--- src/rtl/pid_uk_sum.sv ---
// pid_uk_sum: output stage of the discrete PID loop.
// Sequences the derivative stage strobes from a sample tick, sums pk + ik + dk
// at full precision, clamps the result to [UMIN, UMAX] and presents uk with a
// one-cycle uk_valid strobe.
// Optional build macro PID_UK_RATE_LIMIT_EN: after clamping, the per-sample step
// of uk is limited to +/-RATE_MAX. Without the macro, uk is the clamped sum.
module pid_uk_sum #(
    parameter int n        = 8,
    parameter int UMAX     = 100,
    parameter int UMIN     = -100,
    parameter int RATE_MAX = 16
) (
    input  logic                clk,
    input  logic                reset,
    input  logic                sample_tick,
    input  logic                clear,
    input  logic signed [n-1:0] pk,
    input  logic signed [n-1:0] ik,
    input  logic signed [n-1:0] dk,
    output logic                enable_yk,
    output logic                enable_yk_1,
    output logic                enable_dk,
    output logic                clear_dk,
    output logic signed [n-1:0] uk,
    output logic                uk_valid,
    output logic                sat_hi,
    output logic                sat_lo,
    output logic                overrun
);

    // Clamp limits widened to the sum precision so all comparisons are signed
    // and of equal width.
    localparam logic signed [n+1:0] UMAX_W = (n+2)'(UMAX);
    localparam logic signed [n+1:0] UMIN_W = (n+2)'(UMIN);

    // Parameter sanity: the clamp window must be ordered and representable.
    if (UMIN >= UMAX) begin : g_bad_clamp_order
        $error("pid_uk_sum: UMIN must be below UMAX");
    end
    if ((UMAX > (2 ** (n - 1)) - 1) || (UMIN < -(2 ** (n - 1)))) begin : g_bad_clamp_range
        $error("pid_uk_sum: clamp limits must fit in n bits");
    end
    if (RATE_MAX < 1) begin : g_bad_rate
        $error("pid_uk_sum: RATE_MAX must be positive");
    end

    typedef enum logic [2:0] {
        IDLE = 3'd0,
        CAP  = 3'd1,
        DIFF = 3'd2,
        MULT = 3'd3,
        SUM  = 3'd4,
        OUT  = 3'd5
    } state_t;

    state_t                state;
    logic signed [n+1:0]   sum_next;
    logic signed [n+1:0]   sum_p0;
    logic signed [n-1:0]   uk_next;

    // Saturate the full-precision sum into the uk range.
    function automatic logic signed [n-1:0] clamp_sum(input logic signed [n+1:0] s);
        if (s > UMAX_W) begin
            return UMAX_W[n-1:0];
        end else if (s < UMIN_W) begin
            return UMIN_W[n-1:0];
        end else begin
            return s[n-1:0];
        end
    endfunction

`ifdef PID_UK_RATE_LIMIT_EN
    localparam logic signed [n:0]   RATE_P = (n+1)'(RATE_MAX);
    localparam logic signed [n:0]   RATE_N = -RATE_P;
    localparam logic signed [n-1:0] RATE_S = n'(RATE_MAX);

    // Limit the step from the previous output; the step is taken at n+1 bits
    // so the difference of two n-bit values cannot wrap.
    function automatic logic signed [n-1:0] rate_limit(input logic signed [n-1:0] target,
                                                       input logic signed [n-1:0] prev);
        logic signed [n:0] delta;
        delta = {target[n-1], target} - {prev[n-1], prev};
        if (delta > RATE_P) begin
            return prev + RATE_S;
        end else if (delta < RATE_N) begin
            return prev - RATE_S;
        end else begin
            return target;
        end
    endfunction
`endif

    // Full-precision sum: two guard bits cover three n-bit operands.
    assign sum_next = {{2{pk[n-1]}}, pk} + {{2{ik[n-1]}}, ik} + {{2{dk[n-1]}}, dk};

    // Next output value: clamped sum, optionally rate-limited against uk.
    always_comb begin
        uk_next = '0;
`ifdef PID_UK_RATE_LIMIT_EN
        uk_next = rate_limit(clamp_sum(sum_next), uk);
`else
        uk_next = clamp_sum(sum_next);
`endif
    end

    // Saturation flags follow the stored sum, so they hold until the next
    // sample and drop whenever the sum register is zeroed.
    assign sat_hi = (sum_p0 > UMAX_W);
    assign sat_lo = (sum_p0 < UMIN_W);

    // Sequencer: state, registered strobes, sum register and output register.
    always_ff @(posedge clk or posedge reset) begin
        if (reset) begin
            state       <= IDLE;
            enable_yk   <= 1'b0;
            enable_yk_1 <= 1'b0;
            enable_dk   <= 1'b0;
            clear_dk    <= 1'b0;
            uk_valid    <= 1'b0;
            overrun     <= 1'b0;
            uk          <= '0;
            sum_p0      <= '0;
        end else if (clear) begin
            // Clear discards any sample in flight and drops a coincident tick.
            state       <= IDLE;
            enable_yk   <= 1'b0;
            enable_yk_1 <= 1'b0;
            enable_dk   <= 1'b0;
            clear_dk    <= 1'b1;
            uk_valid    <= 1'b0;
            overrun     <= 1'b0;
            uk          <= '0;
            sum_p0      <= '0;
        end else begin
            enable_yk   <= 1'b0;
            enable_yk_1 <= 1'b0;
            enable_dk   <= 1'b0;
            clear_dk    <= 1'b0;
            uk_valid    <= 1'b0;

            if (sample_tick && (state != IDLE)) begin
                overrun <= 1'b1;
            end

            case (state)
                IDLE: begin
                    if (sample_tick) begin
                        state       <= CAP;
                        enable_yk   <= 1'b1;
                        enable_yk_1 <= 1'b1;
                    end
                end
                CAP: begin
                    state <= DIFF;
                end
                DIFF: begin
                    state     <= MULT;
                    enable_dk <= 1'b1;
                end
                MULT: begin
                    state <= SUM;
                end
                SUM: begin
                    // dk is valid from the derivative stage here; uk is
                    // registered together with the sum so it appears in OUT.
                    state    <= OUT;
                    sum_p0   <= sum_next;
                    uk       <= uk_next;
                    uk_valid <= 1'b1;
                end
                OUT: begin
                    state <= IDLE;
                end
                default: begin
                    state <= IDLE;
                end
            endcase
        end
    end

endmodule

--- config.mk ---
export PLATFORM = sky130hd
export DESIGN_NAME = pid_uk_sum
export DESIGN_NICKNAME = d
export VERILOG_FILES = /design/src/rtl/pid_uk_sum.sv
export SDC_FILE = /design/constraint.sdc
export NUM_CORES = 1
export LEC_CHECK = 0
export CAP_MARGIN = 10
export CORE_MARGIN = 2
export CORE_UTILIZATION = 52
export CTS_BUF_LIST = sky130_fd_sc_hd__clkbuf_16
export DETAILED_ROUTE_END_ITERATION = 16
export PLACE_DENSITY = 0.94
export SKIP_LAST_GASP = 1
export SYNTH_ARGS = -nofsm -noshare
export SYNTH_HDL_FRONTEND = slang
export SYNTH_SLANG_ARGS = --single-unit
--- constraint.sdc ---
create_clock -name clk -period 2.4 [get_ports clk]
set_input_delay 0.24 -clock clk [delete_from_list [all_inputs] [get_ports clk]]
set_output_delay 0.24 -clock clk [all_outputs]
set_load 0.05 [all_outputs]
==> summary.md, run 1 <==
| Metric | Value |
|---|---|
| Status | `finished, violations left` |
| Failing checks | `setup timing` |
| Die ar. | `0.00373 mm²` |
| Die Y | `61.1 µm` |
| MaxCap Viol Count | `0` |
| Yosys warning total | `0` |
| Final Hold Fails | `0` |
| Starting DRT DRC Count | `203` |
| Mapped Nets | `205` |
| Post-synth cell types | `45` |
| Placer Congestion | `0.890` |
| Residual DRC | `0` |
| Detail Route Antenna Nets | `0` |
| WL met2 | `3610 µm` |
| Multiplexer area fraction after synthesis | `1.48%` |
| Worst min path class | `in2async` |
| Initial antenna violation count | `0` |
| Power Dens Cells | `793 mW/mm²` |
| CP Class | `in2reg` |
| Grt ovf | `0` |
| Vias in the first global route | `1761` |
| Async SR Flop Fraction | `100%` |
| CP Max Fanout | `3` |
| Routed length on met1 | `2430 µm` |
| Pin count of the biggest net entering global routing | `27` |
| Synth Area in Adders | `16.5%` |
| Vias | `1828` |
| RSZ-0062 raised after global routing | `true` |
| Lkg Pwr | `1.26 nW` |
| Clk_skew | `0.00774 ns` |
| Clk root buf | `clkbuf_16` |
| Met3 routed WL | `545 µm` |
| Total power | `2.24 mW` |
| Nets@finish | `283` |
| Xor/xnor share of the synthesized area | `3.10%` |
| Number of instances in the placed design | `264` |
| Chip width | `61.1 µm` |
| Layout cell share with drive strength beyond 1 | `42.2%` |
| Crit path DAT | `2.84 ns` |
| Number of diodes | `0` |
| Layout area overhead | `66.5%` |
| Final Slew Violations | `0` |
| CTS tree | `yes` |
| DRT Wirelength | `7180 µm` |
| Core Area | `0.00308 mm²` |
| Max Root-Sink Buffers | `2` |
| Vias per cell | `6.51` |
| CP max stage delay | `0.55 ns` |
| H-tree Lvls | `1` |
| Global-route usage over all layers | `35.5%` |
| Synth Instances | `160` |
| Synth Register Bits | `26` |
| DR pass1 iterations | `5` |
| Clock transition at the registers of the reported paths | `0.07 ns` |
| Setup ws final | `-0.293 ns` |
| IO buf count | `43` |
| Fin util | `91.7%` |
| # IOs | `44` |
| Syn avg cell area | `10.6 µm²` |
| Starting Density | `55.0%` |
| Clock sinks | `26` |
| Max Clk Rate | `371 MHz` |
| Largest family of logic cells by synthesized area | `compound AO/OA/AOI/OAI gates` |
| Final worst path period need | `2.69 ns` |
| Crit-path leading delay family | `adder cells` |
| Simple-gate share of the synthesized area | `15.2%` |
| Worst Tran Pin Value | `0.780 ns` |
| Max IR drop VDD | `0.455 mV` |
| Reg2Reg Setup Slack | `0.25 ns` |
| Rows | `20` |
| Post-DP HPWL | `3240 µm` |
| CP startpoint kind | `primary input` |
| CP Capture Type | `flip-flop` |
| Post-synthesis compound-gate area fraction | `20.6%` |
| Worst-Skew Late Latency | `0.26 ns` |
| Sequential cell area fraction in the yosys report | `38.4%` |
| EDFF count, synth | `0` |
| Worst path slowest cell | `fa_1` |
| Most used flip-flop cell after synthesis | `dfrtp_1` |
| Finish-stage setup viols | `10` |
| Cts bufs inserted | `3` |
| Crit path cell chain | `buf_8 > inv_4 > fa_1 > inv_2 > ha_4 > fa_2 > a21oi_2 > o21bai_1 > xor2_1 > a311oi_2 > nor4_2 > a41oi_1 > buf_4 > a21o_1` |
| Data required time of the critical path | `2.55 ns` |
| Final period utilization | `112%` |
| Cell area after synthesis | `0.00169 mm²` |
| Buf/Inv on CP | `4` |
| Slew margin rel. | `47.8%` |
| Routed len/inst | `25.6 µm` |
| Cell Count, Final, Fillers Out | `281` |
| Top Metal Used | `met4` |
| First-pass GRT wire length | `9260 µm` |
| Post-place setup slack | `-1.02 ns` |
==> final timing paths <==
kind / start / to / cells after the start
max: ik[1] / uk[2]$_DFFE_PP0P_ / 14
min: reset / enable_dk$_DFF_PP0_ / 3
max reg2reg: state[0]$_DFFE_PP0P_ / uk[3]$_DFFE_PP0P_ / 6
min reg2reg: sum_p0[0]$_DFFE_PP0P_ / sum_p0[0]$_DFFE_PP0P_ / 2
max in group asynchronous: reset / sum_p0[8]$_DFFE_PP0P_ / 3
min in group clk: sum_p0[0]$_DFFE_PP0P_ / sum_p0[0]$_DFFE_PP0P_ / 2
==> where the power goes <==
| group | internal, mW | switching [mW] |
|---|---|---|
| Clock | 0.332 | 0.152 |
| Sequential | 0.455 | 0.0217 |
| Combinational | 0.602 | 0.676 |
| Total | 1.39 | 0.849 |
==> synthesized netlist by cell type, types with 2 or more instances <==
library cell,number,area share [%]
buf_6,3,2.0
nand2b_1,4,1.5
nor3_1,3,0.89
o21ai_0,5,1.5
o31ai_1,5,2.2
nor3b_1,2,0.89
nand2_1,20,4.4
nand3_1,3,0.89
a21oi_1,4,1.2
xnor2_1,4,2.1
nor2_1,9,2.0
fa_1,9,11
a21o_1,2,0.89
o21a_1,3,1.3
dfrtp_1,26,38
xor2_1,2,1.0
a22o_1,11,5.7
inv_1,9,2.0
a311oi_1,3,1.6
ha_1,8,5.9
==> flip-flops by register name, indices dropped and copies added (netlist names) <==
register,cells
uk,8
overrun,1
enable_dk,1
enable_yk_1,1
clear_dk,1
uk_valid,1
state,3
sum_p0,10
==> kinds of logic after synthesis <==
group	count (synthesis)
DFF	26
AOI/OAI and AO/OA	44
and+or+nand+nor	51
buffers and inverters	14
muxes	2
adders and majority gates	17
xor gates and xnor gates	6
==> cells in the final DEF (no fill, tap or decap), drive strengths merged, types with 8 or more instances in the layout <==
cell	count
a22o	12
buf	39
clkbuf	8
clkdlybuf4s15	9
clkdlybuf4s50	19
dfrtp	26
fa	9
ha	8
inv	9
nand2	20
nor2	9
==> worst register-to-register path, stage by stage (launching register included) <==
cell and delay (ns):
dfrtp_1 0.47, nor2_1 0.28, nand2_1 0.15, nor2_1 0.62, nand4_1 0.26, nand2_1 0.15
a22o_1 0.15
==> metrics by stage <==
| step | hold slack [ns] | TNS (ns) | cell area (µm²) |
|---|---|---|---|
| floorplan | 0.271 | -1.14 | 1760 |
| global placement | 0.457 | -9.00 | 2370 |
| detailed placement | 0.458 | -10.51 | 2370 |
| CTS | 0.360 | -0.954 | 2680 |
| global route | 0.399 | -2.72 | 2820 |
| finish | 0.345 | -1.98 | 2820 |
==> routing by layer <==
layer  global-route usage [%]  vias up
met1                     40.2      868
met3                     3.78       63
met2                     64.7      168
met5                        0        -
li1                         -      729
met4                     19.3        0
==> cell type report <==
| cell class | instances | area, µm² |
|---|---|---|
| clock buffer | 3 | 75.1 |
| clock inverter | 1 | 30.0 |
| fill | 113 | 256 |
| inverter | 9 | 43.8 |
| multi-input combinational | 120 | 1260 |
| sequential | 26 | 651 |
| tap | 44 | 55.1 |
| timing repair buffer | 78 | 708 |
==> repair_timing <==
item / CTS / global route
pin swaps: 35 / 22
endpoints found under the hold margin: 0 / 0
hold buffers: 0 / 0
gates resized for setup: 74 / 43
setup endpoints to repair: 15 / 11
setup buffers: 10 / 3
(Power assumes the default switching activity.)
==> run 2: changes to the inputs <==
CTS_CLUSTER_DIAMETER = 50   (was default)
==> results of run 2 <==
No change in the layout: final DEF, timing and power equal those of run 1.
